--- src/rtl/tms1x_pkg.sv ---
// Shared definitions for the TMS1x00 core: execution phases, fixed opcodes and
// the bit-reversal helpers used to decode immediate constants.
package tms1x_pkg;

    typedef enum logic {
        PH_FETCH,
        PH_EXEC
    } phase_t;

    localparam logic [7:0] OP_MNEA   = 8'h00;
    localparam logic [7:0] OP_ALEM   = 8'h01;
    localparam logic [7:0] OP_YNEA   = 8'h02;
    localparam logic [7:0] OP_XMA    = 8'h03;
    localparam logic [7:0] OP_DYN    = 8'h04;
    localparam logic [7:0] OP_IYC    = 8'h05;
    localparam logic [7:0] OP_AMAAC  = 8'h06;
    localparam logic [7:0] OP_DMAN   = 8'h07;
    localparam logic [7:0] OP_TKA    = 8'h08;
    localparam logic [7:0] OP_COMX   = 8'h09;
    localparam logic [7:0] OP_TDO    = 8'h0A;
    localparam logic [7:0] OP_COMC   = 8'h0B;
    localparam logic [7:0] OP_RSTR   = 8'h0C;
    localparam logic [7:0] OP_SETR   = 8'h0D;
    localparam logic [7:0] OP_KNEZ   = 8'h0E;
    localparam logic [7:0] OP_RETN   = 8'h0F;
    localparam logic [7:0] OP_TAY    = 8'h20;
    localparam logic [7:0] OP_TMA    = 8'h21;
    localparam logic [7:0] OP_TMY    = 8'h22;
    localparam logic [7:0] OP_TYA    = 8'h23;
    localparam logic [7:0] OP_TAMDYN = 8'h24;
    localparam logic [7:0] OP_TAMIYC = 8'h25;
    localparam logic [7:0] OP_TAMZA  = 8'h26;
    localparam logic [7:0] OP_TAM    = 8'h27;
    localparam logic [7:0] OP_SAMAN  = 8'h3C;
    localparam logic [7:0] OP_CPAIY  = 8'h3D;
    localparam logic [7:0] OP_IMAC   = 8'h3E;
    localparam logic [7:0] OP_MNEZ   = 8'h3F;
    localparam logic [7:0] OP_CLA    = 8'h7F;

    function automatic logic [1:0] bitrev2(input logic [1:0] v);
        return {v[0], v[1]};
    endfunction

    function automatic logic [2:0] bitrev3(input logic [2:0] v);
        return {v[0], v[1], v[2]};
    endfunction

    function automatic logic [3:0] bitrev4(input logic [3:0] v);
        return {v[0], v[1], v[2], v[3]};
    endfunction

endpackage

--- src/rtl/tms1x_alu.sv ---
// 4-bit adder with carry-in; subtraction is done by the caller feeding ~b with
// cin=1, so carry doubles as the no-borrow flag.
module tms1x_alu (
    input  logic [3:0] a,
    input  logic [3:0] b,
    input  logic       cin,
    output logic [3:0] sum,
    output logic       carry,
    output logic       eq
);

    always_comb begin
        {carry, sum} = {1'b0, a} + {1'b0, b} + {4'b0000, cin};
        eq           = (a == b);
    end

endmodule

--- src/rtl/tms1x00_core.sv ---
// TMS1000/TMS1100-compatible 4-bit core: two-clock fetch/execute over an
// external synchronous ROM, internal 128x4 RAM, O and R output latches.
module tms1x00_core (
    input  logic        wb_clk_i,
    input  logic        wb_rst_i,
    input  logic        mode_tms1100,
    input  logic        cpu_en,
    output logic [10:0] rom_addr,
    input  logic [7:0]  rom_data,
    input  logic [3:0]  k_in,
    output logic [7:0]  o_out,
    output logic [10:0] r_out
);
    import tms1x_pkg::*;

    phase_t      phase;
    logic [5:0]  pc, sr, n_pc, n_sr;
    logic [3:0]  pa, pb, n_pa, n_pb;
    logic        ca, cb, cs, cl, n_ca, n_cb, n_cs, n_cl;
    logic        s, sl, n_s, n_sl;
    logic [3:0]  a, y, n_a, n_y;
    logic [2:0]  x, n_x;
    logic [7:0]  n_o;
    logic [10:0] n_r, r_mask;

    logic [3:0]  ram [0:127];
    logic [6:0]  ram_addr;
    logic [3:0]  m, ram_wd;
    logic        ram_we;

    logic [7:0]  op;
    logic [3:0]  c;
    logic [1:0]  bsel;
    logic [3:0]  alu_a, alu_b, alu_sum;
    logic        alu_cin, alu_carry, alu_eq;

    assign op       = rom_data;
    assign c        = bitrev4(op[3:0]);
    assign bsel     = bitrev2(op[1:0]);
    assign rom_addr = {ca & mode_tms1100, pa, pc};
    assign ram_addr = mode_tms1100 ? {x, y} : {1'b0, x[1:0], y};
    assign m        = ram[ram_addr];
    // Y >= 11 shifts the bit out of the 11-bit mask, so RSTR/SETR become no-ops.
    assign r_mask   = 11'd1 << y;

    tms1x_alu u_alu (
        .a     (alu_a),
        .b     (alu_b),
        .cin   (alu_cin),
        .sum   (alu_sum),
        .carry (alu_carry),
        .eq    (alu_eq)
    );

    always_comb begin
        alu_a   = a;
        alu_b   = m;
        alu_cin = 1'b0;
        casez (op)
            OP_MNEA:                begin alu_a = m; alu_b = a; end
            OP_ALEM, OP_SAMAN:      begin alu_a = m; alu_b = ~a; alu_cin = 1'b1; end
            OP_YNEA:                begin alu_a = y; alu_b = a; end
            OP_DYN, OP_TAMDYN:      begin alu_a = y; alu_b = 4'hF; end
            OP_IYC, OP_TAMIYC:      begin alu_a = y; alu_b = 4'h0; alu_cin = 1'b1; end
            OP_DMAN:                begin alu_a = m; alu_b = 4'hF; end
            OP_CPAIY:               begin alu_a = 4'h0; alu_b = ~a; alu_cin = 1'b1; end
            OP_IMAC:                begin alu_a = m; alu_b = 4'h0; alu_cin = 1'b1; end
            8'b0101_????:           begin alu_a = y; alu_b = c; end
            8'b0111_????:           begin alu_a = a; alu_b = c; alu_cin = 1'b1; end
            default:                ;
        endcase
    end

    always_comb begin
        n_pc = pc;  n_sr = sr;  n_pa = pa;  n_pb = pb;
        n_ca = ca;  n_cb = cb;  n_cs = cs;  n_cl = cl;
        n_s  = 1'b1; n_sl = sl;
        n_a  = a;   n_x  = x;   n_y  = y;
        n_o  = o_out; n_r = r_out;
        ram_we = 1'b0;
        ram_wd = a;
        casez (op)
            OP_MNEA, OP_YNEA:   begin n_s = ~alu_eq; n_sl = ~alu_eq; end
            OP_ALEM:            n_s = alu_carry;
            OP_XMA:             begin n_a = m; ram_we = 1'b1; end
            OP_DYN, OP_IYC:     begin n_y = alu_sum; n_s = alu_carry; end
            OP_AMAAC, OP_DMAN, OP_SAMAN, OP_IMAC:
                                begin n_a = alu_sum; n_s = alu_carry; end
            OP_TKA:             n_a = k_in;
            OP_COMX:            n_x = x ^ (mode_tms1100 ? 3'b100 : 3'b011);
            OP_TDO:             n_o = {sl, 3'b000, a};
            OP_COMC:            n_cb = ~cb;
            OP_RSTR:            n_r = r_out & ~r_mask;
            OP_SETR:            n_r = r_out | r_mask;
            OP_KNEZ:            n_s = (k_in != 4'h0);
            OP_RETN:            begin n_pc = sr; n_pa = pb; n_ca = cs; n_cl = 1'b0; end
            8'b0001_????:       n_pb = c;
            OP_TAY:             n_y = a;
            OP_TMA:             n_a = m;
            OP_TMY:             n_y = m;
            OP_TYA:             n_a = y;
            OP_TAMDYN, OP_TAMIYC:
                                begin ram_we = 1'b1; n_y = alu_sum; n_s = alu_carry; end
            OP_TAMZA:           begin ram_we = 1'b1; n_a = '0; end
            OP_TAM:             ram_we = 1'b1;
            8'b0010_1???:       n_x = bitrev3(op[2:0]);
            8'b0011_00??:       begin ram_we = 1'b1; ram_wd = m | (4'b0001 << bsel); end
            8'b0011_01??:       begin ram_we = 1'b1; ram_wd = m & ~(4'b0001 << bsel); end
            8'b0011_10??:       n_s = m[bsel];
            OP_CPAIY:           begin n_a = alu_sum; n_y = y + 4'd1; n_s = (alu_sum == 4'h0); end
            OP_MNEZ:            n_s = (m != 4'h0);
            8'b0100_????:       n_y = c;
            8'b0101_????:       begin n_s = ~alu_eq; n_sl = ~alu_eq; end
            8'b0110_????:       begin ram_we = 1'b1; ram_wd = c; n_y = y + 4'd1; end
            8'b0111_????: begin
                if (op == OP_CLA) begin
                    n_a = '0;
                end else begin
                    n_a = alu_sum;
                    n_s = alu_carry;
                end
            end
            8'b1???_????: begin
                // BR and CALL share the taken path; CALL inside a subroutine degrades to BR.
                if (s) begin
                    n_pc = op[5:0];
                    n_ca = cb;
                    if (!cl) begin
                        n_pa = pb;
                        if (op[6]) begin
                            n_sr = pc;
                            n_pb = pa;
                            n_cs = ca;
                            n_cl = 1'b1;
                        end
                    end
                end
            end
            default:            ;
        endcase
    end

    always_ff @(posedge wb_clk_i) begin
        if (wb_rst_i) begin
            phase <= PH_FETCH;
            pc <= '0;  sr <= '0;
            pa <= '1;  pb <= '1;
            ca <= 1'b0; cb <= 1'b0; cs <= 1'b0; cl <= 1'b0;
            s  <= 1'b1; sl <= 1'b0;
            a  <= '0;  x  <= '0;  y  <= '0;
            o_out <= '0;
            r_out <= '0;
        end else if (cpu_en) begin
            if (phase == PH_FETCH) begin
                pc    <= pc + 6'd1;
                phase <= PH_EXEC;
            end else begin
                pc <= n_pc;  sr <= n_sr;  pa <= n_pa;  pb <= n_pb;
                ca <= n_ca;  cb <= n_cb;  cs <= n_cs;  cl <= n_cl;
                s  <= n_s;   sl <= n_sl;
                a  <= n_a;   x  <= n_x;   y  <= n_y;
                o_out <= n_o;
                r_out <= n_r;
                phase <= PH_FETCH;
            end
        end
    end

    always_ff @(posedge wb_clk_i) begin
        if (!wb_rst_i && cpu_en && phase == PH_EXEC && ram_we)
            ram[ram_addr] <= ram_wd;
    end

endmodule

--- config.mk ---
export PLATFORM = sky130hd
export DESIGN_NAME = tms1x00_core
export DESIGN_NICKNAME = d
export VERILOG_FILES = /design/src/rtl/tms1x_pkg.sv /design/src/rtl/tms1x_alu.sv /design/src/rtl/tms1x00_core.sv
export SDC_FILE = /design/constraint.sdc
export NUM_CORES = 1
export LEC_CHECK = 0
export BUFFER_PORTS_ARGS = -buffer_cell sky130_fd_sc_hd__buf_4
export CAP_MARGIN = 20
export CORE_UTILIZATION = 50
export CTS_CLUSTER_SIZE = 14
export DETAILED_ROUTE_END_ITERATION = 10
export PLACE_DENSITY_LB_ADDON = 0.05
export SYNTH_ARGS = -nofsm -noshare
export SYNTH_HDL_FRONTEND = slang
export SYNTH_SLANG_ARGS = --single-unit
export TNS_END_PERCENT = 50
--- constraint.sdc ---
create_clock -name wb_clk_i -period 21.1 [get_ports wb_clk_i]
set_clock_uncertainty 0.1 [all_clocks]
set_input_delay 5.275 -clock wb_clk_i [delete_from_list [all_inputs] [get_ports wb_clk_i]]
set_output_delay 5.275 -clock wb_clk_i [all_outputs]
set_load 0.03 [all_outputs]
==> results.md, run 1 <==
Outcome:
- The run finished with clean final reports.

Layout:
- The area used by sequential logic in the layout is around 16000 um^2.
- The final net count is around 1.7k.
- The finished cells cover about 27000 um^2.
- The area of the multi-input gates is 7420 um^2.
- The fraction of final layout cells sized beyond drive strength 1 is between 10% and 20%.
- The signed area change from the synthesized netlist to the final layout is 9.97%.
- The number of cells in the finished layout apart from fillers is approximately 2.4k.
- The number of antenna diodes is 0.
- The commonest non-fill, non-tap cell in the layout is sky130_fd_sc_hd__edfxtp_1.
- In the layout the commonest cells are 512 x sky130_fd_sc_hd__edfxtp_1, 210 x sky130_fd_sc_hd__nor2_1, 124 x sky130_fd_sc_hd__nand2_1.
- After filler insertion, the fill cell instance count of the layout stands at approximately 3.8k.

CTS:
- The depth of the CTS H-tree is 2.
- The clock latency reported for the late side of the worst-skew pair is roughly 0.63 ns.
- The tree is rooted in a sky130_fd_sc_hd__clkbuf_16.
- The clock input transition at the sequential cells of the worst setup and hold paths is roughly 0.06 ns.
- Gates resized during post-CTS repair numbered 0.
- The number of hold buffers added after CTS was 0.
- The number of sinks on the clock net is approximately 570.
- The number of buffers added for setup after CTS is 0.
- The maximum clock insertion buffer count is 3.
- Counting the buffers created by CTS gives 58.
- The TritonCTS clock tree is built.

Floorplanning:
- After floorplanning, the core was divided into 80 placement rows.
- The initial utilization of the core area, before any placement, comes to 51.2%.
- The core area is 48100 um^2.
- From left edge to right edge, the die measures roughly 220 um.
- The I/O pin count is 46.
- The die covers ~50000 um^2.
- The floorplan step set the die height to between 200 and 250 um.

Route:
- The number of remaining DRC errors is 0.
- Dividing the detail-routed wire length by the instance count gives about 27 um.
- The total number of vias is between 10k and 15k.
- The pre-antenna-repair detailed-routing pass consisted of 7 iterations.
- The starting DRC count in detailed routing is about 1.5k.
- The number of nets still failing antenna checks after routing is 0.
- The via density per instance is 6.18.
- For this block, the routed nets add up to 64.0 mm of wire.

Logic synthesis:
- The cell area that synthesis handed to floorplanning was 24600 um^2.
- After Yosys synthesis, full adders, half adders and majority gates account for less than 1% of the synthesized area.
- Dividing the synthesized area by the synthesized cell count gives around 15 um^2.
- The post-synthesis cell type count is 93.
- The count of mapped cells out of synthesis is roughly 1.7k.
- Sequential cells were found to cover approximately two thirds of the synthesized design area.
- The Yosys warning count is 0.
- In the synthesized netlist the dominant register cell turns out to be sky130_fd_sc_hd__edfxtp_1.
- The largest family of logic cells by synthesized area is multiplexers.
- The area share of and/or/nand/nor cells after synthesis is under 10%.
- The synthesized netlist devotes approximately 7.7% of its cell area to compound gates.
- The number of synthesized register bits is around 570.
- The xor/xnor cell area share of the yosys netlist is 0.178%.
- The mux cell area share after synthesis is roughly 12%.
- In the synthesized netlist the async set-or-reset flop fraction comes to 0%.
- Yosys mapped a number of flops with a built-in enable equal to approximately 510.

Timing:
- The aggregate negative setup slack is 0 ns.
- The max-slew violation count is 0.
- Timing would allow up to 90.1 MHz.
- The final hold violation count came to 0.
- The smallest hold slack is about 0.36 ns.
- The max-slew headroom at the worst pin is roughly 29%.
- Setup repair after global routing left no endpoint under its margin.
- Of the available clock period, the critical path in the final layout requires about 53%.
- The clock period could shrink to approximately 11 ns.
- Setup violations remaining at the end of the flow were counted as 0.
- For the pin with the worst max-slew slack, the measured transition is roughly 1.1 ns.

Critical path:
- By instance count, the cell type seen most on the critical path is sky130_fd_sc_hd__buf_4.
- STA classifies the critical path startpoint as an input pin.
- The kind of end point of the critical path is an output pin.
- The worst register-to-register path has a setup slack of 14.52 ns.
- Traced cell by cell, the critical path runs through buf_4 -> and2_1 -> buf_4.
- The largest stage delay on the critical path is about 0.16 ns.
- The startpoint identified for the worst register-to-register timing path is y[1].
- Along the worst path, the maximum fanout reaches 5.
- The data arrival at the endpoint of the critical path is roughly 5.7 ns.
- The critical path is of the input pin to output pin type.
- The cell depth of the worst flop-to-flop path is 11.
- The slowest stage of the critical path is the sky130_fd_sc_hd__buf_4 cell.
- For the worst setup path, the data required time is roughly 16 ns.
- The destination of the worst register-to-register timing path is ram[93][0].

Hold path:
- The number of cells on the worst hold path is 2.
- The path class of the tightest hold or removal check is flip-flop to flip-flop.

Power:
- The internal portion of the total power is 1.78 mW.
- Power spread over the standard cell area amounts to about 83 nW/um^2.
- The share of total power dissipated in sequential elements is a little over half.
- The clock share of power is 42.8%.
- Total power for the finished layout comes to roughly 2.2 mW.
- The power share of the combinational group is around 2.6%.
- The switching share of power is ~21%.
- The analysis attributes to net switching a power of ~0.47 mW.
- In this run the static leakage power is about 8.6 nW.
- The maximum vdd drop is a little over 60 uV.

GRT:
- The global routing usage summed across all routing layers is between 20% and 30%.
- The number of antenna violations at the first check in global routing is 0.
- The number of global-route vias before repair is around 15k.
- The first-pass GRT wire length is about 96 mm.
- Entering global routing, the biggest net connects 116 pins.
- After global routing the overflow that remains totals 0.

Placement:
- In this run the cell area measured after placement is 25300 um^2.
- The last weighted congestion value of the routability-driven placer is approximately 0.9.
- The estimated wirelength of the detail-placed design is slightly below 40 mm.
- In this run the tool buffered the top-level ports with 42 buffer cells.
- Including well taps, the total number of placed cells is between 2k and 2.5k.

Run:
- The tool flagged a number of max-cap violations equal to 0.
==> worst max-delay path by stage <==
stage / start / end / slack [ns] / cells after the start
2_1_floorplan: mode_tms1100 / ram[0][2] / 8.02 / 9
3_3_place_gp: mode_tms1100 / rom_addr[10] / 10.0 / 3
3_5_place_dp: mode_tms1100 / rom_addr[10] / 10.0 / 3
4_1_cts: mode_tms1100 / rom_addr[10] / 10.0 / 3
5_1_grt: mode_tms1100 / rom_addr[10] / 9.99 / 3
6_report: mode_tms1100 / rom_addr[10] / 10.00 / 3
==> worst max-delay path, delay by kind of cell <==
| family | cells | cell delay (ns) |
|---|---|---|
| buffers and inverters | 2 | 0.29 |
| AND/OR/NAND/NOR | 1 | 0.15 |
==> area by class of cell <==
cell class,instances,share of cell area [%]
clock buffer,71,5.54
clock inverter,31,0.919
inverter,15,0.208
multi-input combinational,968,27.4
sequential,566,60.8
tap,656,3.03
timing repair buffer,71,2.13
==> power groups by stage <==
stage	clock [mW]	combinational (mW)	sequential, mW
6_report	0.960	0.0592	1.22
5_1_grt	1.02	0.0647	1.22
3_3_place_gp	0	0.0578	1.25
4_1_cts	0.978	0.0587	1.22
3_5_place_dp	0	0.0587	1.25
2_1_floorplan	0	0.0373	1.25
==> Yosys cell counts, types with 5 or more instances <==
cell	count	area [um^2]
sky130_fd_sc_hd__a21oi_1	64	320
sky130_fd_sc_hd__or3_1	6	37.5
sky130_fd_sc_hd__o2bb2ai_1	5	43.8
sky130_fd_sc_hd__mux4_1	14	368
sky130_fd_sc_hd__o21ai_0	48	240
sky130_fd_sc_hd__nor2b_1	11	68.8
sky130_fd_sc_hd__and2_1	11	68.8
sky130_fd_sc_hd__or4_1	5	37.5
sky130_fd_sc_hd__buf_2	26	130
sky130_fd_sc_hd__buf_4	21	158
sky130_fd_sc_hd__a211o_1	8	70.1
sky130_fd_sc_hd__buf_6	17	191
sky130_fd_sc_hd__nor4_1	9	56.3
sky130_fd_sc_hd__a211oi_1	10	75.1
sky130_fd_sc_hd__o211ai_1	11	82.6
sky130_fd_sc_hd__ha_1	12	150
sky130_fd_sc_hd__o221ai_1	16	140
sky130_fd_sc_hd__a221oi_1	7	61.3
sky130_fd_sc_hd__mux2_2	16	180
sky130_fd_sc_hd__clkbuf_1	35	131
sky130_fd_sc_hd__nor3_1	8	40.0
sky130_fd_sc_hd__mux4_2	73	1640
sky130_fd_sc_hd__buf_12	6	120
sky130_fd_sc_hd__and3_1	15	93.8
sky130_fd_sc_hd__nor2_1	210	788
sky130_fd_sc_hd__nand3_1	33	165
sky130_fd_sc_hd__nand2b_1	13	81.3
sky130_fd_sc_hd__nand2_1	124	465
sky130_fd_sc_hd__mux2i_1	77	771
sky130_fd_sc_hd__o21ai_1	7	35.0
sky130_fd_sc_hd__nor3b_1	5	37.5
sky130_fd_sc_hd__dfxtp_1	54	1080
sky130_fd_sc_hd__or2_2	6	37.5
sky130_fd_sc_hd__a31oi_1	10	62.6
sky130_fd_sc_hd__a22o_1	9	78.8
sky130_fd_sc_hd__edfxtp_1	512	15400
sky130_fd_sc_hd__inv_1	14	52.6
sky130_fd_sc_hd__a22oi_1	32	240
==> sequential cells by signal (all words and copies together), names as in the netlist, named ones only <==
name   flops
ram      512
pc         6
sr         6
o_out      5
a          4
pa         4
pb         4
y          4
x          3
ca         1
cb         1
cl         1
cs         1
phase      1
s          1
sl         1
==> logic make-up after synthesis <==
| group | count (synthesis) |
|---|---|
| adders and majority gates | 14 |
| xor gates and xnor gates | 5 |
| AOI/OAI and AO/OA | 277 |
| muxes | 180 |
| buffers and inverters | 124 |
| and+or+nand+nor | 489 |
| DFF | 566 |
| other | 1 |
==> through the flow <==
stage / utilization (%) / worst slack, ns
floorplan: - / 8.02
global placement: 52.6 / 10.0
detailed placement: 52.6 / 10.0
CTS: 56.2 / 10.0
global route: 56.3 / 9.99
finish: 56.3 / 10.00
==> layer usage <==
layer	vias up	GRT usage, %	routed length, um
met4	0	7.51	1730
met5	-	0	0
met3	104	3.88	3940
met1	7551	36.6	27500
met2	541	42.2	30800
li1	6510	-	-
Power figures use the tool's default switching activity.
==> run 2: changes to the inputs <==
==> constraint.sdc (replaced) <==
create_clock -name wb_clk_i -period 10 [get_ports wb_clk_i]
set_clock_uncertainty 0.1 [all_clocks]
set_input_delay 2.5 -clock wb_clk_i [delete_from_list [all_inputs] [get_ports wb_clk_i]]
set_output_delay 2.5 -clock wb_clk_i [all_outputs]
set_load 0.03 [all_outputs]
==> run 2 against run 1 <==
Count of clock-buffer cells in the layout up 2. Power grew 110%. Via count increased by 0.12%. Clock power increased by 120%. First-iteration DRC count down 4.3%. Critical endpoint is now s. Largest cell class unchanged.
==> results.md, run 2 (synthesis gave the netlist of run 1 again) <==
Outcome:
- The run finished with clean final reports.

Layout:
- The fraction of final layout cells sized beyond drive strength 1 is 15.7% (+0.42 points).
- The commonest non-fill, non-tap cell in the layout is sky130_fd_sc_hd__edfxtp_1.
- The library cells used most frequently in the layout, excluding fill and tap cells, are 512 x sky130_fd_sc_hd__edfxtp_1, 210 x sky130_fd_sc_hd__nor2_1, 124 x sky130_fd_sc_hd__nand2_1.
- The largest registers in the layout are ram: 512 flops, pc: 6 flops, sr: 6 flops.
- ram holds more flip-flops than any other register.
- The flip-flop count of the largest register, all copies and words added is 512 (unchanged).
- The final net count came to 1714 (+0.23%).
- The area growth from synthesis to layout is 10.3%.
- The number of cells in the finished layout apart from fillers was 2383 (+0.21%).
- The number of antenna diodes is 0 (unchanged).
- The fraction of the core area covered by cells at the end of the flow is 56.4% (+0.15 points).

Power:
- The power density relative to cell area came to 177 nW/um^2 (+110%).
- The internal portion of total power is 3.81 mW (+110%).
- The power share of the combinational group came to 2.6% (about the same).
- The switching power came to 1.01 mW (+120%).
- The maximum vdd drop is 143 uV (+130%).
- The post-layout total power is 4.81 mW (+110%).
- The fraction of power consumed by sequential logic is 53.5% (-1.0 points).
- The switching share of power is 20.9% (+0.088 points).
- The clock share of power is 43.9% (+1.1 points).
- The static leakage came to 8.60 nW (+0.59%).

Route:
- The final wirelength is 66.0 mm (+3.0%).
- The via density per instance is 6.18 (about the same).
- The number of remaining DRC errors was 0 (unchanged).
- The routed wirelength normalized by instance count is 27.7 um (+2.8%).
- The total iterations of the first detailed-routing run was 6 (-1).
- The number of nets still failing antenna checks after routing is 0 (unchanged).
- The total number of vias is 14.7k (+0.12%).
- The starting DRC count in detailed routing is 1453 (-4.3%).

GRT:
- The overall overflow remaining after global route is 0 (unchanged).
- The number of global-route vias before repair came to 14.6k (+0.55%).
- The global routing usage summed across all routing layers is 26.8% (+0.85 points).
- The number of antenna violations at the first check in global routing is 3 (+3).
- The first-pass GRT wire length is 97.3 mm (+1.6%).
- The pin count of the biggest net entering global routing is 77 (-34%).

Timing:
- The max-slew violation count is 0 (unchanged).
- The max-slew headroom at the worst pin is 33.2% (+4.4 points).
- The aggregate negative setup slack came to 0 ns (unchanged).
- The count of final setup violators came to 0 (unchanged).
- The final hold violation count is 0 (unchanged).
- The smallest hold slack was 0.358 ns (+0.0000480 ns).
- The slew at the pin closest to its max-slew limit was 0.998 ns (-0.0702 ns).
- Setup repair after global routing left no endpoint under its margin.
- The period utilization is 61.6%.
- The highest attainable clock frequency is ~160 MHz.
- The worst path needs just over 6 ns of the cycle, external delays included.

Placement:
- The estimated wirelength of the detail-placed design came to 42.0 mm (+5.6%).
- The last weighted congestion value of the routability-driven placer is 0.889 (-2.1%).
- The post-placement cell count is 2278 (+0.13%).
- The port buffer count is 42 (unchanged).

CTS:
- The number of sinks on the clock net came to 566 (unchanged).
- The depth of the CTS H-tree is 2 (unchanged).
- The root buffer cell is sky130_fd_sc_hd__clkbuf_16.
- The post-CTS resize count was 0 (unchanged).
- The clock input transition at the sequential cells of the worst setup and hold paths was 0.06 ns (about the same).
- The clock latency reported for the late side of the worst-skew pair is 0.64 ns (about the same).
- The number of buffers inserted during clock tree synthesis is 59 (+1.7%).
- The TritonCTS clock tree is built.
- The number of buffers inserted for hold repair after clock tree synthesis is 0 (unchanged).
- The number of buffers added for setup after CTS is 0 (unchanged).
- The maximum clock insertion buffer count came to 3 (unchanged).

Hold path:
- The number of cells on the worst hold path is 2 (unchanged).
- The tightest min-delay check is of the flip-flop to flip-flop type.

Critical path:
- The endpoint identified for the worst register-to-register timing path is s.
- The buffer and inverter count on the worst path is 3 (+1).
- The largest fanout on the critical path came to 51 (+46).
- The cell class contributing the biggest share of worst-path delay is compound AO/OA/AOI/OAI gates.
- Counting stages on the worst path, the most repeated cell is sky130_fd_sc_hd__o21ai_0.
- The standard cell with the maximum stage delay on the critical path is sky130_fd_sc_hd__buf_4.
- The largest stage delay on the critical path came to 0.77 ns (+0.61 ns).
- The kind of critical path is flip-flop to flip-flop.
- The required arrival time at the worst endpoint is 10.40 ns (-5.33 ns).
- The cell depth of the worst flop-to-flop path is 19 (+8).
- The data arrival at the endpoint of the critical path came to 6.57 ns (+0.85 ns).
- The worst reg-to-reg setup slack is 3.84 ns (-10.68 ns).
- The worst setup path is captured at a flip-flop.
- The worst register-to-register path begins at y[0].
- The worst setup path is launched from a flip-flop.
- The critical path goes through buf_4 -> buf_4 -> mux4_2 -> mux2i_1 -> o21ai_0 -> a21o_1 -> o32ai_1 -> or3b_1 -> o21ai_0 -> fa_1 -> inv_1 -> fa_1 -> nor2b_1 -> o21ai_0 -> nand2b_1 -> o21bai_1 -> o2111ai_1 -> o21ai_0 -> o221ai_2.

Floorplanning:
- The core area is 48100 um^2 (unchanged).
- The initial core utilization came to 51.2% (unchanged).
- The I/O pin count came to 46 (unchanged).
- The site row count is 80 (unchanged).
- The y dimension of the die was 224 um (unchanged).
- The overall die area is 50200 um^2 (unchanged).
- The die width came to 224 um (unchanged).

Run:
- The number of maximum-capacitance constraint violations is 0 (unchanged).
==> run 2: changes by cell type in the layout (fill, tap and decap cells not counted), sizes merged <==
cell / previous run / this run
inv: 15 / 16
buf: 71 / 73
bufinv: 3 / 4
clkinvlp: 2 / 3
clkbuf: 71 / 74
clkinv: 26 / 23
==> run 2: final cells by class <==
cell class                      instances  area, um^2
Fill cell                            3891       21000
Timing Repair Buffer                   74         553
Sequential cell                       566       16500
Multi-Input combinational cell        968        7420
Inverter                               15        56.3
Tap cell                              656         821
Clock inverter                         31         298
Clock buffer                           73        1550
==> run 2: worst max path at each step <==
stage | slack (ns) | depth (start not counted) | start | to
2_1_floorplan | -0.06 | 8 | mode_tms1100 | ram[0][3]
3_3_place_gp | 3.37 | 14 | rom_data[7] | s
3_5_place_dp | 3.36 | 14 | rom_data[7] | s
4_1_cts | 3.88 | 17 | y[0] | s
5_1_grt | 3.50 | 19 | y[0] | s
6_report | 3.84 | 19 | y[0] | s
==> run 2: worst min-delay path, stage by stage, from the launching register on <==
cell and delay (ns):
sky130_fd_sc_hd__dfxtp_1 0.31, sky130_fd_sc_hd__nand2_1 0.05, sky130_fd_sc_hd__a21oi_1 0.05
==> run 2: power by group through the flow <==
stage | Sequential, mW | Clock [mW] | Combinational (mW)
CTS | 2.58 | 2.14 | 0.124
floorplan | 2.63 | 0 | 0.0787
finish | 2.58 | 2.11 | 0.124
detailed placement | 2.63 | 0 | 0.124
global placement | 2.63 | 0 | 0.123
global route | 2.58 | 2.22 | 0.136
==> run 2: layer usage <==
metal	global-route usage [%]	vias up	routed length, um
li1	-	6517	-
met1	36.8	7475	27500
met2	42.5	580	31300
met3	4.66	145	4520
met4	11.3	6	2650
met5	0	-	32
==> run 2: metrics by stage <==
step / instance area (um^2) / setup slack [ns]
after floorplan: 24600 / -0.0567
after global placement: 25300 / 3.37
after detailed placement: 25300 / 3.36
after CTS: 27200 / 3.88
after global routing: 27200 / 3.50
final: 27200 / 3.84
